`config.mk`:
```
export PLATFORM = sky130hd
export DESIGN_NAME = uart_rx_ctrl
export DESIGN_NICKNAME = d
export VERILOG_FILES = /design/src/rtl/uart_rx_pkg.sv /design/src/rtl/uart_rx_sync.sv /design/src/rtl/uart_rx_ctrl.sv
export SDC_FILE = /design/constraint.sdc
export NUM_CORES = 1
export LEC_CHECK = 0
export ABC_AREA = 0
export ABC_CLOCK_PERIOD_IN_PS = 2000
export BUFFER_PORTS_ARGS = -buffer_cell sky130_fd_sc_hd__buf_2
export CAP_MARGIN = 20
export CORE_ASPECT_RATIO = 0.75
export CORE_MARGIN = 2
export CORE_UTILIZATION = 31
export DETAILED_ROUTE_END_ITERATION = 10
export GPL_TIMING_DRIVEN = 0
export SLEW_MARGIN = 20
export SYNTH_ARGS = -nofsm -noshare
export SYNTH_HDL_FRONTEND = slang
export SYNTH_HIERARCHICAL = 1
export SYNTH_SLANG_ARGS = --single-unit
```
`constraint.sdc`:
```
create_clock -name CLK -period 2 [get_ports CLK]
set_input_delay 0.6 -clock CLK [delete_from_list [all_inputs] [get_ports CLK]]
set_output_delay 0.6 -clock CLK [all_outputs]
set_load 0.01 [all_outputs]
```
`src/rtl/uart_rx_pkg.sv`:
```
// rtl/uart_rx_pkg.sv - shared types, defaults and helpers for the UART RX frame controller
package uart_rx_pkg;

    typedef enum logic [2:0] {
        IDLE,
        START,
        DATA,
        PARITY,
        STOP
    } rx_state_t;

    localparam int DEF_CLKS_PER_BIT = 16;
    localparam int DEF_DATA_BITS    = 8;

    // Reverse the low n bits of v; bits at and above n come back as 0.
    function automatic logic [31:0] bit_reverse(input logic [31:0] v, input int n);
        logic [31:0] r;
        r = '0;
        for (int i = 0; i < 32; i++) begin
            if (i < n) begin
                r[5'(i)] = v[5'(n - 1 - i)];
            end
        end
        return r;
    endfunction

endpackage

```
`src/rtl/uart_rx_sync.sv`:
```
// rtl/uart_rx_sync.sv - two-flop RX synchroniser with reset-to-idle and falling-edge detect
module uart_rx_sync (
    input  logic clk,
    input  logic rst,
    input  logic rx,
    output logic rx_s,
    output logic rx_fall
);

    logic rx_m;
    logic rx_d;

    // Metastability chain plus one delayed copy; all reset to the idle (high) line level.
    always_ff @(posedge clk or posedge rst) begin
        if (rst) begin
            rx_m <= 1'b1;
            rx_s <= 1'b1;
            rx_d <= 1'b1;
        end else begin
            rx_m <= rx;
            rx_s <= rx_m;
            rx_d <= rx_s;
        end
    end

    assign rx_fall = rx_d & ~rx_s;

endmodule

```
`src/rtl/uart_rx_ctrl.sv`:
```
// rtl/uart_rx_ctrl.sv - UART RX frame controller; define UART_RX_PARITY_EN to add a parity bit
module uart_rx_ctrl
    import uart_rx_pkg::*;
#(
    parameter int CLKS_PER_BIT = DEF_CLKS_PER_BIT,
    parameter int DATA_BITS    = DEF_DATA_BITS,
    parameter int PARITY_ODD   = 0
) (
    input  logic                 CLK,
    input  logic                 RST,
    input  logic                 RX,
    input  logic [DATA_BITS-1:0] SR_DATA,
    output logic                 SHIFT_EN,
    output logic                 SHIFT_BIT,
    output logic [DATA_BITS-1:0] RX_DATA,
    output logic                 RX_VALID,
    input  logic                 RX_READY,
    output logic                 FRAME_ERR,
    output logic                 PARITY_ERR,
    output logic                 OVERRUN,
    output logic                 BUSY
);

    localparam int BW = $clog2(CLKS_PER_BIT);
    localparam int CW = $clog2(DATA_BITS + 1);
    localparam logic [BW-1:0] BAUD_HALF = BW'(CLKS_PER_BIT / 2 - 1);
    localparam logic [BW-1:0] BAUD_LAST = BW'(CLKS_PER_BIT - 1);
    localparam logic [CW-1:0] BIT_LAST  = CW'(DATA_BITS - 1);

    logic            rx_s;
    logic            rx_fall;
    rx_state_t       state;
    logic [BW-1:0]   baud_cnt;
    logic [CW-1:0]   bit_cnt;
    logic            keep_word;

    uart_rx_sync u_sync (
        .clk     (CLK),
        .rst     (RST),
        .rx      (RX),
        .rx_s    (rx_s),
        .rx_fall (rx_fall)
    );

`ifdef UART_RX_PARITY_EN
    logic par_acc;
    logic word_bad;

    // Running XOR of the data bits and a sticky flag that vetoes delivery after a parity miss.
    always_ff @(posedge CLK or posedge RST) begin
        if (RST) begin
            par_acc    <= 1'b0;
            word_bad   <= 1'b0;
            PARITY_ERR <= 1'b0;
        end else begin
            PARITY_ERR <= 1'b0;
            if (state == START) begin
                par_acc  <= 1'b0;
                word_bad <= 1'b0;
            end else if (state == DATA && baud_cnt == BAUD_LAST) begin
                par_acc <= par_acc ^ rx_s;
            end else if (state == PARITY && baud_cnt == BAUD_LAST) begin
                if (rx_s != (par_acc ^ PARITY_ODD[0])) begin
                    PARITY_ERR <= 1'b1;
                    word_bad   <= 1'b1;
                end
            end
        end
    end

    assign keep_word = ~word_bad;
`else
    assign PARITY_ERR = 1'b0;
    assign keep_word  = 1'b1;
`endif

    // Frame FSM with registered strobes, output word register and valid/ready handshake.
    always_ff @(posedge CLK or posedge RST) begin
        if (RST) begin
            state     <= IDLE;
            baud_cnt  <= '0;
            bit_cnt   <= '0;
            SHIFT_EN  <= 1'b0;
            SHIFT_BIT <= 1'b0;
            RX_DATA   <= '0;
            RX_VALID  <= 1'b0;
            FRAME_ERR <= 1'b0;
            OVERRUN   <= 1'b0;
            BUSY      <= 1'b0;
        end else begin
            SHIFT_EN  <= 1'b0;
            FRAME_ERR <= 1'b0;
            OVERRUN   <= 1'b0;
            if (RX_VALID && RX_READY) begin
                RX_VALID <= 1'b0;
            end

            case (state)
                IDLE: begin
                    if (rx_fall) begin
                        state    <= START;
                        baud_cnt <= '0;
                        BUSY     <= 1'b1;
                    end
                end

                START: begin
                    if (baud_cnt == BAUD_HALF) begin
                        baud_cnt <= '0;
                        bit_cnt  <= '0;
                        if (!rx_s) begin
                            state <= DATA;
                        end else begin
                            state <= IDLE;
                            BUSY  <= 1'b0;
                        end
                    end else begin
                        baud_cnt <= baud_cnt + 1'b1;
                    end
                end

                DATA: begin
                    if (baud_cnt == BAUD_LAST) begin
                        SHIFT_EN  <= 1'b1;
                        SHIFT_BIT <= rx_s;
                        baud_cnt  <= '0;
                        bit_cnt   <= bit_cnt + 1'b1;
                        if (bit_cnt == BIT_LAST) begin
`ifdef UART_RX_PARITY_EN
                            state <= PARITY;
`else
                            state <= STOP;
`endif
                        end
                    end else begin
                        baud_cnt <= baud_cnt + 1'b1;
                    end
                end

`ifdef UART_RX_PARITY_EN
                PARITY: begin
                    if (baud_cnt == BAUD_LAST) begin
                        baud_cnt <= '0;
                        state    <= STOP;
                    end else begin
                        baud_cnt <= baud_cnt + 1'b1;
                    end
                end
`endif

                STOP: begin
                    if (baud_cnt == BAUD_LAST) begin
                        baud_cnt <= '0;
                        state    <= IDLE;
                        BUSY     <= 1'b0;
                        if (!rx_s) begin
                            FRAME_ERR <= 1'b1;
                        end else if (keep_word) begin
                            if (!RX_VALID || RX_READY) begin
                                RX_DATA  <= DATA_BITS'(bit_reverse(32'(SR_DATA), DATA_BITS));
                                RX_VALID <= 1'b1;
                            end else begin
                                OVERRUN <= 1'b1;
                            end
                        end
                    end else begin
                        baud_cnt <= baud_cnt + 1'b1;
                    end
                end

                default: begin
                    state    <= IDLE;
                    baud_cnt <= '0;
                    BUSY     <= 1'b0;
                end
            endcase
        end
    end

endmodule

```
======== Word-level counts from Yosys, hierarchy flattened ========
Cells that the tools add are included.
word-level totals
  logic and storage cells ................. 74
  input port bits ......................... 12
  bits in registers ....................... 28
  output and inout bits ................... 15
operators by class
  muxes and demuxes ....................... 33
  $add $sub $neg .......................... 2
  reductions and logical operators ........ 11
  equality and inequality tests ........... 12
  bitwise operators ....................... 3
operator list
  operator                                                          count
  4-bit two-way mux                                                 5
  1-bit two-way mux                                                 18
  3-bit two-way mux                                                 5
  3-bit case mux with 4 select lines                                1
  4-bit case mux with 3 select lines                                1
  2-bit != test (second input constant)                             5
  5-bit AND reduction                                               2
  4-bit by 1-bit adder with 4-bit output (second input constant)    2
  4-bit by 3-bit == test with 1-bit output (second input constant)  2
  4-bit case mux with 2 select lines                                1
  4-bit == test (second input constant)                             1
  1-bit case mux with 4 select lines                                1
  4-bit AND reduction                                               1
  3-bit by 1-bit == test with 1-bit output (second input constant)  1
  3-bit by 2-bit == test with 1-bit output (second input constant)  1
  3-bit == test (second input constant)                             1
  3-bit zero test                                                   1
  3-bit AND reduction                                               1
  2-bit two-way mux                                                 1
  2-bit by 1-bit != test with 1-bit output (second input constant)  1
  1-bit inverter                                                    2
  2-bit AND reduction                                               1
  2-bit nonzero test                                                1
  2-bit OR reduction                                                1
  4 further kinds                                                   4

======== Logic depth before layout (Yosys ltp) ========
  depth after elaboration ................. 6
  gate-level depth with buffers ........... 5

======== Cells and area by module ========
The synthesis kept the hierarchy.
modules (own cells, without submodules)
  module        area each (µm²)  times used  cells an instance
  uart_rx_ctrl  1188.6           1           111
  uart_rx_sync  96.3             1           5

======== Worst setup path before layout ========
No wires, ideal clock.
  path type ............................... flip-flop to flip-flop
  start point ............................. reg state[2]
  end point ............................... reg SHIFT_BIT
  clock period less this slack ............ 1.649 ns
  setup slack ............................. 0.351 ns
  arrival ................................. 1.524 ns
  buffers on the path ..................... 1
  stages on the path, launching flop included .. 5
  setup time .............................. 0.125 ns
  cells stage by stage .................... dfrtp_1 buf_2 or3b_2 nor2_1 mux2_2
on the way
  word-level cells in the longest chain between the ends .. 2
ends and longest elaborated chain
  what                                      line                 RTL
  start, declared                           uart_rx_ctrl.sv:32   rx_state_t state;
  start signal, assigned                    uart_rx_ctrl.sv:80   state <= IDLE;
  start signal, assigned                    uart_rx_ctrl.sv:101  state <= START;
  start signal, assigned                    uart_rx_ctrl.sv:112  state <= DATA;
  3-bit by 2-bit == test with 1-bit output  uart_rx_ctrl.sv:98   case (state)
  2-bit AND reduction (no line)             -
  end signal, assigned                      uart_rx_ctrl.sv:125  SHIFT_BIT <= rx_s;
  end, declared                             uart_rx_ctrl.sv:14   output logic SHIFT_BIT,
Every way passes these cells.
A chain may end at the register's enable or synchronous reset.

======== Worst setup path after layout ========
  start point ............................. reg state[0]
  end point ............................... reg RX_DATA[2]
on the way
  word-level cells in the longest chain between the ends .. 2
ends and longest elaborated chain
  what                           line                 RTL
  3-bit == test                  uart_rx_ctrl.sv:98
  4-bit AND reduction (no line)  -
  end signal, assigned           uart_rx_ctrl.sv:160  RX_DATA <= DATA_BITS'(bit_reverse(32'(SR_DATA), DATA_BITS));
  end, declared                  uart_rx_ctrl.sv:15   output logic [DATA_BITS-1:0] RX_DATA,
Every way passes these cells.

==> metrics.md <==
| Metric | Value |
|---|---|
| Slowest cell on the critical path | dfrtp_1 |
| Die footprint | 0.00468 sq mm |
| Sequential area share after synthesis | 0.548 |
| Die width | roughly 80 microns |
| Fmax | ~530 MHz |
| Critical-path maximum fanout | 10 |
| Hold buffer count at CTS | 0 |
| Core Box Area | approximately 0.0040 sq mm |
| Power Dens Cells | 942 mW/mm^2 |
| Vias per cell | between 4 and 5 |
| Yosys warns | 6 |
| Slew Limit Fails | 0 |
| Period utilization | 0.936 |
| Number of global-route vias before repair | around 940 |
| DR vias | roughly 990 |
| Reg2Reg Setup Slack | about 0.13 ns |
| FILL cells | approximately 400 |
| Distinct cells, synth | 34 |
| WL/cell | between 10 and 15 microns |
| Clk slew on worst S/H paths | 0.08 ns |
| Global-route wire length before repair | about 4400 microns |
| CTS Buf Count | 3 |
| Worst setup EP type | flip-flop |
| Largest family of logic cells by synthesized area | simple AND/OR/NAND/NOR gates |
| Layout cells sized above 1 | 0.342 |
| Initial cell density of the core | 0.321 |
| Placement Cell Area | 0.00148 sq mm |
| GRT overflow | 0 |
| ANT nets after route | 0 |
| Adder-cell share of the synthesized area | 0.0195 |
| Iteration-0 DRC Markers | 47 |
| Synthesis-stage register bit count | 28 |
| CTS tree | done |
| Worst EP arrival | approximately 2.0 ns |
| Hold Vio Cnt, Final | 0 |
| GRT Total Usage | 0.122 |
| Largest net degree at the start of global routing | 26 |
| CTS H-Tree Depth | 1 |
| # clock sinks | 28 |
| Startpoint types | flip-flop |
| Clk Latency, worst-skew pair | 0.28 ns |
| Cell Area, Synth | between 0.001 and 0.0015 sq mm |
| Antenna Cells | 0 |
| Initial antenna violation count | 0 |
| HP Class | in -> async |
| Row count | 20 |
| RSZ-0062 raised after global routing | false |
| Clock Skew | approximately 0.0080 ns |
| Pwr Total | 1.46 mW |
| Synth Area per Inst | approximately 11 sq um |
| Multi-input gate area | ~550 sq um |
| Post-Synth Simple-Gate Area | 0.204 |
| Lkg Pwr | around 0.8 nW |
| Fin Setup TNS | 0 ns |
| Highest Signal Layer | met4 |
| I/O pin count | 27 |
| Die height | around 60 microns |
| Setup violations, final | 0 |
| Root buffer cell | clkbuf_8 |
| Net count reported at finish | 161 |
| Xor/xnor cell area share of the yosys netlist | 0.0204 |
| Drt pass-1 iters | 4 |
| Port Buffer Count | 25 |
| Max Root-Sink Buffers | 2 |
| Status | finished, final reports clean |
| Detailed-route DRC error count | 0 |
| Synth Area in Compound Gates | 0.0789 |
| Met1 WL | around 1200 microns |
| Tmin final | around 1.9 ns |
| Post-synthesis mux area share | 0.0954 |
| Post-route design area | about 0.0015 sq mm |
| Detailed Place HPWL | slightly below 2000 microns |
| Peak VDD IR | 0.000268 V |
| WL final | roughly 2600 microns |
| Routed wl met3 | between 150 and 200 microns |
| Crit-path max cell delay | between 0.4 and 0.5 ns |
| Register area | roughly 700 sq um |
| Syn Nets | 130 |
| Final Wtd Congestion | 0.778 |
| Req. time, crit path | 2.16 ns |
| CP cell instances | clkbuf_1 -> nor3b_4 -> nand4_2 -> mux2_2 |
| CP Class | reg -> reg |
| Post-synthesis cell count | approximately 120 |
| Max_cap viols | 0 |
| Synth-to-Final Area Change | 20.3% |
| Met2 WL post-DR | around 1200 microns |
==> final cells by class <==
type,instances,area share
plain buffers,4,0.0138
multi-input cells,79,0.354
clock buffers,4,0.0291
flip-flops and latches,28,0.456
repair buffers,26,0.0907
inverters,5,0.0121
well taps,55,0.0445
==> cells in the mapped netlist (all sizes together) <==
cell      n  share of area
nand4b    1         0.0068
a211o     1         0.0068
ha        2          0.019
xor2      2          0.014
nand2b    3          0.015
a21oi     1         0.0039
inv       5          0.015
a32oi     1         0.0068
or4       1         0.0058
nand3     7          0.027
o21ai     8          0.031
nand4     1         0.0097
o2bb2ai   2          0.014
mux2     10          0.088
nor3b     2          0.016
nor2      7          0.020
nor3      2         0.0078
dfstp     3          0.061
nand2    13          0.038
dfrtp    25           0.49
buf       3          0.014
a31oi     1         0.0049
nand3b    2          0.012
xnor2     1         0.0068
clkbuf    1         0.0029
a22oi     2          0.012
conb      1         0.0029
nor2b     1          0.011
mux2i     1         0.0078
and3      3          0.015
or3b      3          0.020
==> metrics by stage <==
stage          utilization  std cells  worst slack (ns)  hold slack [ns]
2_1_floorplan            -        116             0.351            0.345
3_3_place_gp         0.369        196            0.0778            0.350
3_5_place_dp         0.369        196            0.0931            0.353
4_1_cts              0.381        200            0.0615            0.362
5_1_grt              0.386        201            0.0518            0.241
6_report             0.386        201             0.128            0.242
==> cell usage in the layout (no fill, tap or decap), types with 5 or more instances in the layout <==
cell / instances
nand3_1: 7
nor2_1: 7
nand2_1: 13
mux2_2: 10
inv_1: 5
dfrtp_1: 25
o21ai_0: 8
buf_2: 27
==> kinds of logic after synthesis <==
kind of cell | count (synthesis)
other | 1
buffers and inverters | 9
adders and majority gates | 2
muxes | 11
DFF | 28
and+or+nand+nor | 46
AOI/OAI and AO/OA | 16
xor gates and xnor gates | 3
==> worst paths after layout <==
path,startpoint,to,cells past startpoint
min in group CLK,u_sync/rx_m$_DFF_PP1_,u_sync/rx_s$_DFF_PP1_,0
hold / removal,RST,BUSY$_DFFE_PP0P_,2
max in group asynchronous,RST,baud_cnt[1]$_DFFE_PP0P_,3
hold reg to reg,u_sync/rx_m$_DFF_PP1_,u_sync/rx_s$_DFF_PP1_,0
setup reg to reg,state[0]$_DFFE_PP0P_,RX_DATA[2]$_DFFE_PP0P_,4
setup / recovery,state[0]$_DFFE_PP0P_,RX_DATA[2]$_DFFE_PP0P_,4
==> timing repair <==
item | 4_1_cts | 5_1_grt
gates resized for setup | 0 | 1
setup endpoints to repair | 0 | 8
buffers inserted | 0 | 0
==> registers in the layout (all words and copies together) (netlist names), 3 cells and up <==
register	flops
state	3
bit_cnt	4
baud_cnt	4
RX_DATA	8
==> layer usage <==
layer	vias to the layer above	GRT usage
met5	-	0
met4	0	0.0376
met3	5	0.0423
met2	32	0.196
met1	487	0.159
li1	470	-
==> report_power, final <==
group | total, mW | switching (mW) | internal (mW)
registers | 0.702 | 0.0711 | 0.631
clock network | 0.310 | 0.167 | 0.143
logic | 0.444 | 0.255 | 0.189
==> worst max-delay path, delay by kind of cell, from the launching register on <==
family,cells,cell delay [ns]
mux,1,0.37
flops,1,0.43
simple gates,2,0.71
buf+inv,1,0.26
No activity file was read; power rests on OpenSTA's default activity.
